<file path="src/rtl/morse_pkg.sv">
`default_nettype none
// ============================================================================
//  Module      : morse_pkg
//  Description : Shared types and constants for the Morse digit sequencer.
//                Holds the FSM state encoding, the ITU unit lengths of each
//                phase and a helper returning the last unit index of a phase.
//  Revision    : 1.0 - initial release
// ============================================================================
package morse_pkg;

    // Width of a Morse digit pattern (bit 4 sent first, 1 = dot, 0 = dash)
    localparam int CODE_W         = 5;

    // Phase lengths in Morse time units
    localparam int DOT_UNITS      = 1;
    localparam int DASH_UNITS     = 3;
    localparam int ELEM_GAP_UNITS = 1;
    localparam int CHAR_GAP_UNITS = 3;

    // Unit counter width; the longest phase is 3 units
    localparam int UNIT_CNT_W     = 2;

    typedef enum logic [1:0] {
        ST_IDLE = 2'd0,
        ST_ON   = 2'd1,
        ST_EGAP = 2'd2,
        ST_CGAP = 2'd3
    } state_t;

    // Index of the final unit of a phase: the phase ends on the unit tick
    // seen while the unit counter holds this value.
    function automatic logic [UNIT_CNT_W-1:0] last_unit(input state_t st,
                                                        input logic   dot);
        int n;
        case (st)
            ST_ON:   n = dot ? DOT_UNITS : DASH_UNITS;
            ST_EGAP: n = ELEM_GAP_UNITS;
            ST_CGAP: n = CHAR_GAP_UNITS;
            default: n = 1;
        endcase
        return UNIT_CNT_W'(n - 1);
    endfunction

endpackage
`default_nettype wire

</file>
<file path="src/rtl/morse_sequencer_if.sv">
`default_nettype none
// ============================================================================
//  Module      : morse_sequencer_if
//  Description : Handshake and output bundle of the Morse sequencer.
//                master : upstream keypad/codifier side (drives start, code)
//                slave  : the sequencer (drives busy, done, tone, is_dot,
//                         elem_idx)
//  Signals     : start, code[4:0], busy, done, tone, is_dot, elem_idx[2:0]
//  Revision    : 1.0 - initial release
// ============================================================================
interface morse_sequencer_if;
    import morse_pkg::*;

    logic              start;
    logic [CODE_W-1:0] code;
    logic              busy;
    logic              done;
    logic              tone;
    logic              is_dot;
    logic [2:0]        elem_idx;

    modport master (
        output start,
        output code,
        input  busy,
        input  done,
        input  tone,
        input  is_dot,
        input  elem_idx
    );

    modport slave (
        input  start,
        input  code,
        output busy,
        output done,
        output tone,
        output is_dot,
        output elem_idx
    );

endinterface
`default_nettype wire

</file>
<file path="src/rtl/morse_unit_timer.sv">
`default_nettype none
// ============================================================================
//  Module      : morse_unit_timer
//  Description : Prescaler producing one-cycle Morse unit ticks. Counts
//                0..UNIT_CYCLES-1 and ticks while holding the last value;
//                clr restarts the count at 0 so phases align to the FSM.
//  Ports       : clk, reset (async, active-high), clr (sync restart),
//                tick (one-cycle pulse at the end of each unit)
//  Revision    : 1.0 - initial release
// ============================================================================
module morse_unit_timer #(
    parameter int UNIT_CYCLES = 12500000,
    parameter int CNT_W       = 24
) (
    input  logic clk,
    input  logic reset,
    input  logic clr,
    output logic tick
);

    localparam logic [CNT_W-1:0] C_LAST = CNT_W'(UNIT_CYCLES - 1);

    logic [CNT_W-1:0] r_cnt;

    always_ff @(posedge clk or posedge reset) begin
        if (reset) begin
            r_cnt <= '0;
        end else if (clr || (r_cnt == C_LAST)) begin
            r_cnt <= '0;
        end else begin
            r_cnt <= r_cnt + CNT_W'(1);
        end
    end

    assign tick = (r_cnt == C_LAST);

endmodule
`default_nettype wire

</file>
<file path="src/rtl/morse_sequencer.sv">
`default_nettype none
// ============================================================================
//  Module      : morse_sequencer
//  Description : Plays one 5-element Morse digit on a tone line with ITU
//                timing (dot 1, dash 3, element gap 1, character gap 3
//                units). Bit 4 of the code is sent first; 1 = dot, 0 = dash.
//  Ports       : clk, reset (async, active-high)
//                bus.start/code   - request from upstream, sampled on clk
//                bus.busy         - character in progress (incl. char gap)
//                bus.done         - one-cycle pulse when char gap completes
//                bus.tone         - high during element on-time
//                bus.is_dot       - type of current/last element
//                bus.elem_idx     - element in flight, 4 down to 0
//  Revision    : 1.0 - initial release
// ============================================================================
module morse_sequencer #(
    parameter int UNIT_CYCLES = 12500000,
    parameter int CNT_W       = 24
) (
    input  logic               clk,
    input  logic               reset,
    morse_sequencer_if.slave   bus
);
    import morse_pkg::*;

    state_t                  r_state;
    state_t                  w_state_nxt;
    logic [CODE_W-1:0]       r_code;
    logic [CODE_W-1:0]       w_code_nxt;
    logic [UNIT_CNT_W-1:0]   r_unit_cnt;
    logic [UNIT_CNT_W-1:0]   w_unit_cnt_nxt;
    logic                    r_busy;
    logic                    w_busy_nxt;
    logic                    r_done;
    logic                    w_done_nxt;
    logic                    r_tone;
    logic                    w_tone_nxt;
    logic                    r_is_dot;
    logic                    w_is_dot_nxt;
    logic [2:0]              r_elem_idx;
    logic [2:0]              w_elem_idx_nxt;
    logic [2:0]              w_idx_dec;
    logic                    w_timer_clr;
    logic                    w_tick;

    morse_unit_timer #(
        .UNIT_CYCLES (UNIT_CYCLES),
        .CNT_W       (CNT_W)
    ) u_timer (
        .clk   (clk),
        .reset (reset),
        .clr   (w_timer_clr),
        .tick  (w_tick)
    );

    // State and registered outputs; asynchronous reset drops tone at once
    always_ff @(posedge clk or posedge reset) begin
        if (reset) begin
            r_state    <= ST_IDLE;
            r_code     <= '0;
            r_unit_cnt <= '0;
            r_busy     <= 1'b0;
            r_done     <= 1'b0;
            r_tone     <= 1'b0;
            r_is_dot   <= 1'b0;
            r_elem_idx <= '0;
        end else begin
            r_state    <= w_state_nxt;
            r_code     <= w_code_nxt;
            r_unit_cnt <= w_unit_cnt_nxt;
            r_busy     <= w_busy_nxt;
            r_done     <= w_done_nxt;
            r_tone     <= w_tone_nxt;
            r_is_dot   <= w_is_dot_nxt;
            r_elem_idx <= w_elem_idx_nxt;
        end
    end

    always_comb begin
        w_state_nxt    = r_state;
        w_code_nxt     = r_code;
        w_unit_cnt_nxt = r_unit_cnt;
        w_is_dot_nxt   = r_is_dot;
        w_elem_idx_nxt = r_elem_idx;
        w_done_nxt     = 1'b0;
        w_timer_clr    = 1'b0;
        w_idx_dec      = r_elem_idx - 3'd1;

        case (r_state)
            ST_IDLE: begin
                // Hold the prescaler at 0 so the first unit starts exactly
                // at the accepting edge.
                w_timer_clr    = 1'b1;
                w_unit_cnt_nxt = '0;
                if (bus.start) begin
                    w_code_nxt     = bus.code;
                    w_elem_idx_nxt = 3'(CODE_W - 1);
                    w_is_dot_nxt   = bus.code[CODE_W-1];
                    w_state_nxt    = ST_ON;
                end
            end

            default: begin
                if (w_tick) begin
                    if (r_unit_cnt == last_unit(r_state, r_is_dot)) begin
                        w_timer_clr    = 1'b1;
                        w_unit_cnt_nxt = '0;
                        case (r_state)
                            ST_ON: begin
                                w_state_nxt = (r_elem_idx == 3'd0) ? ST_CGAP
                                                                   : ST_EGAP;
                            end
                            ST_EGAP: begin
                                // elem_idx only moves here, never from 0
                                w_elem_idx_nxt = w_idx_dec;
                                w_is_dot_nxt   = r_code[w_idx_dec];
                                w_state_nxt    = ST_ON;
                            end
                            ST_CGAP: begin
                                w_state_nxt = ST_IDLE;
                                w_done_nxt  = 1'b1;
                            end
                            default: begin
                                w_state_nxt = ST_IDLE;
                            end
                        endcase
                    end else begin
                        w_unit_cnt_nxt = r_unit_cnt + UNIT_CNT_W'(1);
                    end
                end
            end
        endcase

        // Output registers follow the next state so they change on the
        // same edge as the state itself.
        w_busy_nxt = (w_state_nxt != ST_IDLE);
        w_tone_nxt = (w_state_nxt == ST_ON);
    end

    assign bus.busy     = r_busy;
    assign bus.done     = r_done;
    assign bus.tone     = r_tone;
    assign bus.is_dot   = r_is_dot;
    assign bus.elem_idx = r_elem_idx;

endmodule
`default_nettype wire

</file>
<file path="src/flat_wrapper.sv">
// flat-port wrapper written by rule: the top's interface ports become plain ports
module morse_sequencer_flat import morse_pkg::*;
#(
    parameter int UNIT_CYCLES = 12500000,
    parameter int CNT_W       = 24
)
  (clk, reset, bus_start, bus_code, bus_busy, bus_done, bus_tone, bus_is_dot, bus_elem_idx);
  morse_sequencer_if bus_i ();
  input  logic clk;
  input  logic reset;
  input wire logic [$bits(bus_i.start)-1:0] bus_start;
  input wire logic [$bits(bus_i.code)-1:0] bus_code;
  output wire logic [$bits(bus_i.busy)-1:0] bus_busy;
  output wire logic [$bits(bus_i.done)-1:0] bus_done;
  output wire logic [$bits(bus_i.tone)-1:0] bus_tone;
  output wire logic [$bits(bus_i.is_dot)-1:0] bus_is_dot;
  output wire logic [$bits(bus_i.elem_idx)-1:0] bus_elem_idx;
  assign bus_i.start = bus_start;
  assign bus_i.code = bus_code;
  assign bus_busy = bus_i.busy;
  assign bus_done = bus_i.done;
  assign bus_tone = bus_i.tone;
  assign bus_is_dot = bus_i.is_dot;
  assign bus_elem_idx = bus_i.elem_idx;
  morse_sequencer #(.UNIT_CYCLES(UNIT_CYCLES), .CNT_W(CNT_W)) u_core (.clk(clk), .reset(reset), .bus(bus_i));
endmodule
</file>
<file path="config.mk">
export PLATFORM = sky130hd
export DESIGN_NAME = morse_sequencer_flat
export DESIGN_NICKNAME = d
export VERILOG_FILES = /design/src/rtl/morse_pkg.sv /design/src/rtl/morse_sequencer_if.sv /design/src/rtl/morse_unit_timer.sv /design/src/rtl/morse_sequencer.sv /design/src/flat_wrapper.sv
export SDC_FILE = /design/constraint.sdc
export NUM_CORES = 1
export LEC_CHECK = 0
export BUFFER_PORTS_ARGS = -buffer_cell sky130_fd_sc_hd__buf_2
export CAP_MARGIN = 40
export CELL_PAD_IN_SITES_DETAIL_PLACEMENT = 0
export CELL_PAD_IN_SITES_GLOBAL_PLACEMENT = 1
export CORE_ASPECT_RATIO = 0.6
export CORE_MARGIN = 1.5
export CORE_UTILIZATION = 45
export DETAILED_ROUTE_END_ITERATION = 10
export PLACE_DENSITY_LB_ADDON = 0.05
export SYNTH_ARGS = -nofsm -noshare
export SYNTH_HDL_FRONTEND = slang
export SYNTH_SLANG_ARGS = --single-unit
</file>
<file path="constraint.sdc">
create_clock -name clk -period 2.7 [get_ports clk]
set_clock_uncertainty 0.2 [all_clocks]
set_input_delay 0.54 -clock clk [delete_from_list [all_inputs] [get_ports clk]]
set_output_delay 0.54 -clock clk [all_outputs]
set_load 0.02 [all_outputs]
</file>
# Word level (Yosys, flattened, before mapping)
# Cells that the tools add are included.
classes:
  div_mod_pow: 0
  multipliers: 0
  magnitude_cmp: 1
  eq_ne: 7
  shift: 0
  bitwise: 0
  muxes: 33
  add_sub_neg: 4
  reduce_logical: 9
op_table:
  columns: ["op", "count"]
  rows:
  - ["adder 24 x 1 -> 24 bit (second input constant)", 1]
  - ["equality test 24 bit (second input constant)", 1]
  - ["two-way mux 24 bit", 1]
  - ["two-way mux 2 bit", 10]
  - ["two-way mux 3 bit", 5]
  - ["two-way mux 1 bit", 14]
  - ["one-hot mux 2 bit (2 select lines)", 2]
  - ["nonzero test 2 bit", 4]
  - ["equality test 2 x 1 -> 1 bit (second input constant)", 2]
  - ["equality test 2 bit (second input constant)", 2]
  - ["less-than comparator 3 x 4 -> 1 bit (second input constant)", 1]
  - ["AND reduction 4 bit", 1]
  - ["binary-select mux 1 bit (select 3 bit)", 1]
  - ["zero test 3 bit", 1]
  - ["subtractor 3 x 1 -> 3 bit (second input constant)", 1]
  - ["adder 2 x 1 -> 2 bit (second input constant)", 1]
  - ["equality test 2 bit", 1]
  - ["zero test 2 bit", 1]
  - ["inequality test 2 bit (second input constant)", 1]
  - ["AND reduction 2 bit", 1]
  - ["subtractor 2 bit (second input constant)", 1]
  - ["logical OR 1 bit", 1]
word_totals:
  regBits: 40
  output_inout_bits: 7
  input_bits: 8
  ram_bits: 0
  mem_count: 0
  wordCells: 63
  latchBits: 0
  mem_bits_ro: 0

# Longest topological paths before layout
logic_depth:
  ltp_word: 11
  mapped_depth: 8
  ltp_nobuf: 7

# Hierarchy
# Synthesis repeated with hierarchy kept, for this count alone.
unflattened:
  hier_cells: 216
  area_unflattened_um2: 2213.4
modules_own_cells:
  columns: ["module", "cells_per_inst", "n_inst", "seq_area_each_um2", "area_per_inst_um2"]
  rows:
  - ["morse_unit_timer", 132, 1, 600.6, 1293.7]
  - ["morse_sequencer", 84, 1, 400.4, 919.6]

# Least setup slack after synthesis
# OpenSTA, ideal clock, no wires.
synth_timing:
  path_type: "flip-flop to flip-flop"
  from: "register u_core.r_state[1]"
  to: "register u_core.r_is_dot, in the netlist u_core.bus.is_dot"
  path_buffers: 0
  slack_ps: 406
  required_ps: 2372
  arrival_time_ps: 1966
  synth_period_minus_slack_ps: 2294
  path_stages_with_launch: 8
  setup_ps: 128
  cell_sequence: "dfrtp_1 inv_1 ha_1 nor2b_1 or3_4 a2111oi_4 a21oi_1 mux2_1"
synth_via:
  elab_chain_len: 8
  word_cells_on_any_way: 15
  cone_classes: "add/sub (1); eq/ne (5); mux (4); reduce/logical (5)"
synth_rtl:
  columns: ["item", "line", "source"]
  rows:
  - ["from (decl)", "morse_sequencer.sv:26", "state_t r_state;"]
  - ["from (signal assigned)", "morse_sequencer.sv:68", "r_state <= w_state_nxt;"]
  - ["equality test 2 bit or equality test 2 x 1 -> 1 bit (tied branches)", "morse_pkg.sv:35", "case (st)"]
  - ["one-hot mux 2 bit (2 select lines)", "morse_pkg.sv:35", null]
  - ["two-way mux 2 bit", "morse_sequencer.sv:104", "if (w_tick) begin"]
  - ["two-way mux 2 bit", "morse_sequencer.sv:89", "case (r_state)"]
  - ["subtractor 2 bit", "morse_pkg.sv:41", "return UNIT_CNT_W'(n - 1);"]
  - ["equality test 2 bit", "morse_sequencer.sv:105", "if (r_unit_cnt == last_unit(r_state, r_is_dot)) begin"]
  - ["nonzero test 2 bit (no line)", null, null]
  - ["AND reduction 4 bit (no line)", null, null]
  - ["to (signal assigned)", "morse_sequencer.sv:74", "r_is_dot <= w_is_dot_nxt;"]
  - ["to (decl)", "morse_sequencer.sv:38", "logic r_is_dot;"]
# Several ways; a longest one is shown, not always the timed one. The select of a mux whose other input is x is not followed.
# A chain may end at the register's enable or synchronous reset.

# Worst setup path in the final report
# Same ends and word-level chain as after synthesis.

==> impl_results.md <==
- Status: completed
- Endpoint type of the worst setup path: register
- Height of the die: 55.2 µm
- RSZ-0062 raised after global routing: no
- Critical path's top delay family: compound AO/OA/AOI/OAI gates
- Leading cell type in the layout, fill and taps excluded: dfrtp_1
- Multi-input logic area: 991 µm²
- Initial antenna violation count: 0
- Crit path max-delay cell type: a2111oi_4
- Area of the die: 0.00497 mm²
- Area delta synth->final: 11.9%
- Stages on worst setup path: 7
- Drt via density: 5.23
- Site Rows: 18
- WL final: 4.10 mm
- DRT Pass-1 Iters: 4
- Most frequent cells in the layout: 40 x dfrtp_1, 31 x nand2_1, 29 x nor2_1
- Crit-path cells: inv_1 > ha_1 > nor2b_2 > o21ai_0 > a2111oi_4 > a21oi_1 > mux2_1
- CTS tree: done
- Sequential area share after synthesis: 49.0%
- Max Clk Rate: 388 MHz
- Clock transition at path regs: 0.08 ns
- Worst-Margin Slew: 0.506 ns
- Worst Path Buf+Inv: 1
- YS warnings: 0
- Netlist cell types: 33
- Finished Layout Cells: 290
- Relative slew slack: 66.3%
- Setup Crit Path Kind: reg2reg
- GR Overflow Total: 0
- Placer Congestion: 0.814
- Initial cell density of the core: 48.3%
- Cts bufs inserted: 5
- Final TNS setup: 0 ns
- Worst R2R Setup Slack: 0.12 ns
- IO Count: 15
- Root Driver: clkbuf_8
- Synthesized area: 0.00204 mm²
- Worst-Skew Late Latency: 0.29 ns
- Detail Route Antenna Nets: 0
- Remaining DRCs: 0
- Leakage: 1.11 nW
- Endpoints failing setup: 0
- DRT iter0 DRCs: 83
- DIE WIDTH: 90.0 µm
- Drt wl/cell: 14.1 µm
- P_sw: 0.000224 W
- Worst reg-to-reg path cell count: 7
- WP data arrival: 2.56 ns
- Vias in the first global route: 1375
- Peak supply drop: 0.303 mV
- Cell count after synthesis: 209
- Pint: 0.000807 W
- Antenna diodes: 0
- Clock Tree Buf Depth: 2
- CP max FO: 5
- CP Capture Point: u_core.bus.is_dot$_DFFE_PP0P_
- Max cap viols: 0
- Worst path max stage delay: 0.53 ns
- Worst r2r src: u_core.r_state[1]$_DFF_PP0_
- Gr usage total: 17.6%
- Share of layout cells above drive strength 1: 13.9%
- Combinational share of power: 1.7%
- Sequential Area: 0.00100 mm²
- Min cycle time layout: 2.58 ns
- First-pass GRT wire length: 6.64 mm
- Final setup margin: 0.121 ns
- Dpl ws: 0.152 ns
- Sequential share of power: 58.0%
- DP Cell Count: 281
- Tcrit/Tclk final: 95.5%
- Sw frac: 21.8%
- Power density of the placed cells: 451 mW/mm²
- Final Hold Fails: 0
- Critical Path Start: u_core.r_state[1]$_DFF_PP0_
- Post-Syn Nets: 224
- H-Tree Depth: 2
- Clock Sinks: 40
- Final Instance Area: 0.00229 mm²
- FILL cells: 420
- Placed inst area: 0.00218 mm²
- Clock power frac: 40.3%
- CP required: 2.68 ns
- Hold Crit Class: in2async
- CP Launch Type: register
- Synthesized area per cell: 9.78 µm²
- Final #Nets: 244
- Via count: 1518
- Slew Limit Fails: 0
- Core area: 0.00423 mm²
- Seq cells post-synth: 40
- Largest net degree at the start of global routing: 41
- HPWL Detailed: 2.86 mm
- Input/output buffers: 14
- R2r endpoint: u_core.bus.is_dot$_DFFE_PP0P_
[worst min path at each step]
stage | start | endpoint | slack [ns] | cells past startpoint
final | reset | u_core.r_code[3]$_DFFE_PP0P_ | 0.15 | 3
after CTS | reset | u_core.u_timer.r_cnt[7]$_DFF_PP0_ | 0.18 | 3
after detailed placement | u_core.r_code[4]$_DFFE_PP0P_ | u_core.r_code[4]$_DFFE_PP0P_ | 0.26 | 2
after floorplan | u_core.u_timer.r_cnt[0]$_DFF_PP0_ | u_core.u_timer.r_cnt[0]$_DFF_PP0_ | 0.22 | 1
after global placement | u_core.u_timer.r_cnt[0]$_DFF_PP0_ | u_core.u_timer.r_cnt[0]$_DFF_PP0_ | 0.24 | 1
after global routing | reset | u_core.u_timer.r_cnt[7]$_DFF_PP0_ | 0.23 | 3
[repair_timing]
item / 4_1_cts / 5_1_grt
hold buffers: 0 / 0
endpoints found under the setup margin: 0 / 1
buffers inserted: 0 / 1
resized for setup: 0 / 1
[power by group through the flow]
stage / Sequential [W] / Combinational, W / Clock [W]
after floorplan: 0.000610 / 0.00000888 / 0
after global placement: 0.000610 / 0.0000182 / 0
after detailed placement: 0.000610 / 0.0000187 / 0
after CTS: 0.000598 / 0.0000188 / 0.000425
after global routing: 0.000598 / 0.0000208 / 0.000455
final: 0.000598 / 0.0000176 / 0.000416
[layout make-up]
| cell class | instances | share of cell area (%) |
|---|---|---|
| Timing Repair Buffer | 18 | 4.38 |
| Multi-Input combinational cell | 157 | 43.3 |
| Inverter | 7 | 1.15 |
| Sequential cell | 40 | 43.8 |
| Clock inverter | 2 | 0.438 |
| Clock buffer | 6 | 3.61 |
| Tap cell | 60 | 3.28 |
[state kept, by name, indices dropped and copies added, names as in the netlist]
signal / count
u_core.bus.elem_idx: 3
u_core.bus.done: 1
u_core.bus.busy: 1
u_core.r_code: 5
u_core.u_timer.r_cnt: 24
u_core.r_unit_cnt: 2
u_core.bus.is_dot: 1
u_core.bus.tone: 1
u_core.r_state: 2
[synthesized netlist by cell type]
cell type | instances | area [µm²]
and3_1 | 5 | 31.3
nand2_1 | 31 | 116
mux2i_1 | 4 | 40.0
xnor2_1 | 12 | 105
and4bb_2 | 1 | 12.5
a2111oi_4 | 1 | 27.5
nor2b_1 | 1 | 6.26
or3_4 | 1 | 11.3
inv_1 | 7 | 26.3
nor4_1 | 4 | 25.0
nand3_1 | 5 | 25.0
a211oi_1 | 1 | 7.51
nand4_1 | 5 | 31.3
nand4b_1 | 2 | 17.5
buf_4 | 2 | 15.0
clkbuf_1 | 2 | 7.51
and2_1 | 5 | 31.3
nand3b_1 | 1 | 7.51
a311oi_1 | 1 | 8.76
or2_2 | 2 | 12.5
ha_1 | 7 | 87.6
dfrtp_1 | 40 | 1000
nor2_1 | 29 | 109
a21oi_1 | 7 | 35.0
nor4bb_1 | 1 | 10.0
buf_2 | 1 | 5.00
a41oi_1 | 1 | 8.76
xor2_1 | 11 | 96.3
o21ai_0 | 5 | 25.0
nor3_1 | 6 | 30.0
and4_1 | 5 | 43.8
o31ai_1 | 2 | 15.0
mux2_1 | 1 | 11.3
[worst reg2reg max path: stages, from the launching register on]
cell       delay [ns]
dfrtp_1          0.43
inv_1            0.14
ha_1             0.27
nor2b_2          0.23
o21ai_0          0.19
a2111oi_4        0.53
a21oi_1          0.15
mux2_1           0.33
[metal layers]
metal | vias up | track usage [%] | routed length [µm]
met3 | 2 | 4.10 | 148
met5 | - | 0 | 0
met1 | 737 | 25.5 | 2250
met4 | 0 | 4.76 | 10
li1 | 750 | - | -
met2 | 29 | 26.6 | 1690
[cell families (layout without fill, tap and decap cells)]
kind of cell               count (synthesis)  count (layout)  share of synthesized area [%]
AOI/OAI and AO/OA                         18              18                           6.25
xor gates and xnor gates                  23              23                           9.86
adders and majority gates                  7               7                           4.29
muxes                                      5               5                           2.51
buffers and inverters                     12              33                           2.63
and+or+nand+nor                          104             104                           25.5
DFF                                       40              40                           49.0
[per-stage QoR]
step	util, %	total power, W	hold slack (ns)
after floorplan	-	0.000619	0.223
after global placement	51.6	0.000629	0.241
after detailed placement	51.6	0.000629	0.258
after CTS	53.8	0.00104	0.175
after global routing	54.0	0.00107	0.228
final	54.0	0.00103	0.154
Note: power is estimated with default switching activity, not from simulation.
